## src/rtl/simon_if.sv

```systemverilog
// Player-facing bundle of the Simon core: debounced step, level, switches, LEDs and outcome.
// The engine attaches through the slave modport; the board/bench drives through master.
interface simon_if #(
  parameter int WIDTH = 4,
  parameter int DEPTH = 16
);
  logic                         step;
  logic                         level;
  logic [WIDTH-1:0]             pattern;
  logic [WIDTH-1:0]             pattern_leds;
  logic [2:0]                   mode_leds;
  logic [$clog2(DEPTH+1)-1:0]   score;
  logic                         win;
  logic                         lose;

  modport master (
    output step, level, pattern,
    input  pattern_leds, mode_leds, score, win, lose
  );

  modport slave (
    input  step, level, pattern,
    output pattern_leds, mode_leds, score, win, lose
  );
endinterface

```

## src/rtl/simon_engine.sv

```systemverilog
// Simon game core: control FSM plus sequence memory, win/lose outcome and score.
// Define SIMON_TIMEOUT_EN to lose the game when REPEAT sits idle for TIMEOUT_CYCLES.
module simon_engine #(
  parameter int WIDTH          = 4,
  parameter int DEPTH          = 16,
  parameter int TIMEOUT_CYCLES = 1000000
) (
  input  logic     clk,
  input  logic     rst,
  simon_if.slave   bus
);

  localparam int CW = $clog2(DEPTH + 1);
  // TIMEOUT_CYCLES is always positive; folding it in keeps it referenced in builds without the timeout.
  localparam int IW = (DEPTH > 1 && TIMEOUT_CYCLES > 0) ? $clog2(DEPTH) : 1;

  typedef enum logic [1:0] {
    S_INPUT,
    S_PLAYBACK,
    S_REPEAT,
    S_DONE
  } state_t;

  state_t           state;
  logic [WIDTH-1:0] mem [DEPTH];
  logic [CW-1:0]    n;
  logic [IW-1:0]    i;
  logic             lvl_q;
  logic             win_q;
  logic             lose_q;
  logic [2:0]       mode_q;

  logic             at_last;
  logic             pat_ok;
  logic             match;

  assign at_last = (CW'(i) == (n - CW'(1)));
  assign pat_ok  = (bus.pattern != '0) && (lvl_q || $onehot(bus.pattern));
  assign match   = (bus.pattern == mem[i]);

`ifdef SIMON_TIMEOUT_EN
  localparam int TW = (TIMEOUT_CYCLES > 2) ? $clog2(TIMEOUT_CYCLES) : 1;

  logic [TW-1:0] tmo_cnt;
  logic          tmo_hit;

  assign tmo_hit = (tmo_cnt == TW'(TIMEOUT_CYCLES - 1));

  // Held at zero outside REPEAT, so entering REPEAT always starts a fresh window.
  always_ff @(posedge clk) begin
    if (!rst || state != S_REPEAT || bus.step) begin
      tmo_cnt <= '0;
    end else if (!tmo_hit) begin
      tmo_cnt <= tmo_cnt + TW'(1);
    end
  end
`endif

  // Sequence memory is deliberately not reset; n gates which entries are ever shown.
  always_ff @(posedge clk) begin
    if (rst && state == S_INPUT && bus.step && pat_ok) begin
      mem[IW'(n)] <= bus.pattern;
    end
  end

  always_ff @(posedge clk) begin
    if (!rst) begin
      state  <= S_INPUT;
      mode_q <= 3'b001;
      n      <= '0;
      i      <= '0;
      win_q  <= 1'b0;
      lose_q <= 1'b0;
      lvl_q  <= bus.level;
    end else if (bus.step) begin
      case (state)
        S_INPUT: begin
          if (pat_ok) begin
            n      <= n + CW'(1);
            i      <= '0;
            state  <= S_PLAYBACK;
            mode_q <= 3'b010;
          end
        end
        S_PLAYBACK: begin
          if (at_last) begin
            i      <= '0;
            state  <= S_REPEAT;
            mode_q <= 3'b100;
          end else begin
            i <= i + IW'(1);
          end
        end
        S_REPEAT: begin
          if (!match) begin
            lose_q <= 1'b1;
            i      <= '0;
            state  <= S_DONE;
            mode_q <= 3'b111;
          end else if (at_last) begin
            if (n == CW'(DEPTH)) begin
              win_q  <= 1'b1;
              i      <= '0;
              state  <= S_DONE;
              mode_q <= 3'b111;
            end else begin
              state  <= S_INPUT;
              mode_q <= 3'b001;
            end
          end else begin
            i <= i + IW'(1);
          end
        end
        S_DONE: begin
          i <= at_last ? '0 : i + IW'(1);
        end
      endcase
`ifdef SIMON_TIMEOUT_EN
    end else if (state == S_REPEAT && tmo_hit) begin
      lose_q <= 1'b1;
      i      <= '0;
      state  <= S_DONE;
      mode_q <= 3'b111;
`endif
    end
  end

  assign bus.pattern_leds = (state == S_INPUT || state == S_REPEAT) ? bus.pattern : mem[i];
  assign bus.mode_leds    = mode_q;
  assign bus.score        = n;
  assign bus.win          = win_q;
  assign bus.lose         = lose_q;

endmodule
```

## src/flat_wrapper.sv

```systemverilog
// flat-port wrapper written by rule: the top's interface ports become plain ports
module simon_engine_flat 
#(
  parameter int WIDTH          = 4,
  parameter int DEPTH          = 16,
  parameter int TIMEOUT_CYCLES = 1000000
)
  (clk, rst, bus_step, bus_level, bus_pattern, bus_pattern_leds, bus_mode_leds, bus_score, bus_win, bus_lose);
  simon_if #(.WIDTH(WIDTH), .DEPTH(DEPTH)) bus_i ();
  input  logic clk;
  input  logic rst;
  input wire logic [$bits(bus_i.step)-1:0] bus_step;
  input wire logic [$bits(bus_i.level)-1:0] bus_level;
  input wire logic [$bits(bus_i.pattern)-1:0] bus_pattern;
  output wire logic [$bits(bus_i.pattern_leds)-1:0] bus_pattern_leds;
  output wire logic [$bits(bus_i.mode_leds)-1:0] bus_mode_leds;
  output wire logic [$bits(bus_i.score)-1:0] bus_score;
  output wire logic [$bits(bus_i.win)-1:0] bus_win;
  output wire logic [$bits(bus_i.lose)-1:0] bus_lose;
  assign bus_i.step = bus_step;
  assign bus_i.level = bus_level;
  assign bus_i.pattern = bus_pattern;
  assign bus_pattern_leds = bus_i.pattern_leds;
  assign bus_mode_leds = bus_i.mode_leds;
  assign bus_score = bus_i.score;
  assign bus_win = bus_i.win;
  assign bus_lose = bus_i.lose;
  simon_engine #(.WIDTH(WIDTH), .DEPTH(DEPTH), .TIMEOUT_CYCLES(TIMEOUT_CYCLES)) u_core (.clk(clk), .rst(rst), .bus(bus_i));
endmodule
```

## config.mk

```make
export PLATFORM = sky130hd
export DESIGN_NAME = simon_engine_flat
export DESIGN_NICKNAME = d
export VERILOG_FILES = /design/src/rtl/simon_if.sv /design/src/rtl/simon_engine.sv /design/src/flat_wrapper.sv
export SDC_FILE = /design/constraint.sdc
export NUM_CORES = 1
export LEC_CHECK = 0
export CAP_MARGIN = 20
export CELL_PAD_IN_SITES_DETAIL_PLACEMENT = 0
export CELL_PAD_IN_SITES_GLOBAL_PLACEMENT = 1
export CORE_MARGIN = 5
export CORE_UTILIZATION = 45
export CTS_CLUSTER_SIZE = 8
export DETAILED_ROUTE_END_ITERATION = 16
export GPL_ROUTABILITY_DRIVEN = 0
export HOLD_SLACK_MARGIN = 0.06
export PLACE_DENSITY = 0.86
export SLEW_MARGIN = 20
export SYNTH_ARGS = -nofsm -noshare
export SYNTH_HDL_FRONTEND = slang
export SYNTH_SLANG_ARGS = --single-unit
```

## constraint.sdc

```tcl
create_clock -name clk -period 2.85 [get_ports clk]
set_input_delay 0.57 -clock clk [delete_from_list [all_inputs] [get_ports clk]]
set_output_delay 0.57 -clock clk [all_outputs]
set_load 0.03 [all_outputs]
```

==> flow_summary.ini, run 1 <==
[cts]
numCtsBuffers = 9
insertion_delay_ns = 0.36
root_buffer = clkbuf_8
cts_tree = yes
clk_path_buf_depth = 2
cts_sinks = 83
path_clk_slew_ns = 0.10
htreeDepth = 3

[global_route]
antenna_found_initial = 0
overflow = 0
grt_usage_pct = 16.7
grt_max_degree = 21
grt_pass1_wl_mm = 14.2
grt_pass1_vias = 2702

[die]
coreArea_um2 = 8720
die_h_um = 105
die-area_um2 = 10900
rows = 34
initial_core_util_pct = 46.2
fp.dieW_um = 105
ios = 22

[critical_path]
critPathRequiredTime_ns = 2.28
slowest_stage = mux4_2
start_kind = flip-flop
worstPathCellList = buf_4 > mux4_2 > mux2_2 > a21oi_1 > o21ai_0 > clkdlybuf4s15_2
worstRegToRegCells = 9
crit_arrival_ns = 2.21
path_class = reg -> out
end_kind = output port
max_stage_delay_ns = 0.51
critPathMaxFanout = 3

[synthesis]
synth_nets = 328
yosysWarnings = 0
synth-main-ff-cell = edfxtp_1
async_reset_ff_share_pct = 0
synth_largest_area_cell = edfxtp_1
synth_cell_types = 51
synth_top_cells_by_count = edfxtp_1 (65), nor2_1 (29), nand2_1 (21)
synth_edf_count = 65
synth_area_leaders = edfxtp_1 (48%), dfxtp_1 (8.9%), mux4_2 (5.6%), ha_1 (5.0%), mux2i_1 (3.0%)
synth_cells = 303
netlist.area_leader.share_pct = 48.5
yosys.cell_count.top_type = edfxtp_1
synthesis.area_um2 = 4030
syn_area_per_cell_um2 = 13.3
ys_seq_area_share_pct = 57.4
synth-seq-cells = 83

[sta]
finalHoldViolCount = 0
fmax_mhz = 360
max_slew_margin_pct = 57.3
min_period_ns = 2.78
setup_violations = 0
setup_ws_ns = 0.0688
worstMarginPinSlew_ns = 0.636
finalCritPeriodShare_pct = 97.6
finalClockSkew_ns = 0.0142
whs_ns = 0.481
drv_slew = 0

[outcome]
status = finished, final reports clean

[detailed_routing]
wl_mm = 8.88
vias_per_cell = 5.41
route.vias.total = 2669
post-route-drc-count = 0
drtAntennaViolNets = 0
drtIter0Drc = 133
wl_per_cell_um = 18.0
first_pass_iters = 4

[worst_hold_path]
hold_depth = 2
hp-class = reg -> reg
hp-start = u_core.bus.win$_SDFFE_PN0P_

[place]
port_buffers = 21
dp_hpwl_mm = 6.55
detailedPlace.worstSlack_ns = -0.714

[power_and_ir_drop]
design_power_total_mw = 2.58
peakVddDrop_mv = 0.306
leakagePower_nw = 1.76
p_per_area_nw_per_um2 = 505

[layout]
antenna_cells = 0
layout-drive-gt1-share_pct = 34.8
areaGrowthSynthToFinish_pct = 26.8
final_nets = 405

[flow_run]
cap_violations = 0
## power by group
group / switching (mW) / internal (mW)
clock: 0.463 / 0.430
combinational: 0.202 / 0.158
sequential: 0.00990 / 1.32
## worst paths after layout
check	slack, ns	endpoint
worst max register to register	0.15	flip-flop
worst min-delay path	0.48	u_core.bus.win$_SDFFE_PN0P_
worst max-delay path	0.07	bus_pattern_leds[0]
worst min register to register	0.48	u_core.bus.win$_SDFFE_PN0P_
## stage by stage
| stage | utilization (%) | area [um2] | instances | setup TNS (ns) |
|---|---|---|---|---|
| 6_report | 58.6 | 5110 | 493 | 0 |
| 5_1_grt | 58.6 | 5110 | 493 | -0.0530 |
| 4_1_cts | 57.8 | 5040 | 489 | -0.00147 |
| 3_5_place_dp | 54.0 | 4710 | 469 | -50.84 |
| 3_3_place_gp | 54.0 | 4710 | 469 | -47.49 |
| 2_1_floorplan | - | 4050 | 303 | 0 |
## cell type report
class / count / area [um2]
Clock inverter: 7 / 87.6
Sequential cell: 83 / 2320
Multi-Input combinational cell: 194 / 1700
Timing Repair Buffer: 79 / 688
Tap cell: 108 / 135
Inverter: 13 / 48.8
Clock buffer: 9 / 124
Fill cell: 695 / 3610
## cells by family (layout without fill, tap and decap cells)
kind of cell,Yosys count,after routing,synth area share (%)
simple gates,92,92,11.3
flops,83,83,57.4
compound gates,42,42,8.23
mux,31,31,11.7
buf+inv,26,108,3.17
fa+ha+maj,17,17,5.47
xor+xnor,12,12,2.61
## cells in the final DEF (no fill, tap or decap), types with 10 or more instances in the layout
cell type         n
nor2_1           22
mux4_2           10
clkdlybuf4s50_1  13
mux2i_1          12
buf_4            51
xnor2_1          10
dfxtp_1          15
edfxtp_1         65
nand2_1          17
ha_1             14
inv_1            10
## critical path: cells and delay by family (launching register included)
| kind | cells | cell delay, ns |
|---|---|---|
| flip-flops | 1 | 0.40 |
| multiplexers | 2 | 0.81 |
| AO/OA/AOI/OAI | 2 | 0.22 |
| buffers and inverters | 2 | 0.42 |
## per-layer routing
| metal | vias up | wire (um) | global-route usage (%) |
|---|---|---|---|
| li1 | 1292 | - | - |
| met1 | 1300 | 3830 | 22.0 |
| met2 | 70 | 4460 | 28.4 |
| met3 | 7 | 499 | 3.76 |
| met4 | 0 | 91 | 3.93 |
| met5 | - | 0 | 0 |
## state kept, by name, indices dropped and copies added (netlist names), named ones only
signal / cells
u_core.bus.score: 5
u_core.bus.win: 1
u_core.bus.lose: 1
u_core.i: 4
u_core.lvl_q: 1
u_core.mem: 64
u_core.state: 1
u_core.bus.mode_leds: 2
## timing repair
action	CTS	global route
resized for setup	37	14
buffers inserted	4	4
hold buffers	0	0
setup endpoints to repair	80	47
pin swaps	12	8
Note: power is estimated with default switching activity, not from simulation.
==> inputs of run 2 (changes only) <==
--- a/config.mk
+++ b/config.mk
@@ -15,7 +15,6 @@
 export GPL_ROUTABILITY_DRIVEN = 0
 export HOLD_SLACK_MARGIN = 0.06
 export PLACE_DENSITY = 0.86
-export SLEW_MARGIN = 20
 export SYNTH_ARGS = -nofsm -noshare
 export SYNTH_HDL_FRONTEND = slang
 export SYNTH_SLANG_ARGS = --single-unit
==> results of run 2 <==
Same layout as run 1: the final DEF is identical, and so are final timing and power.
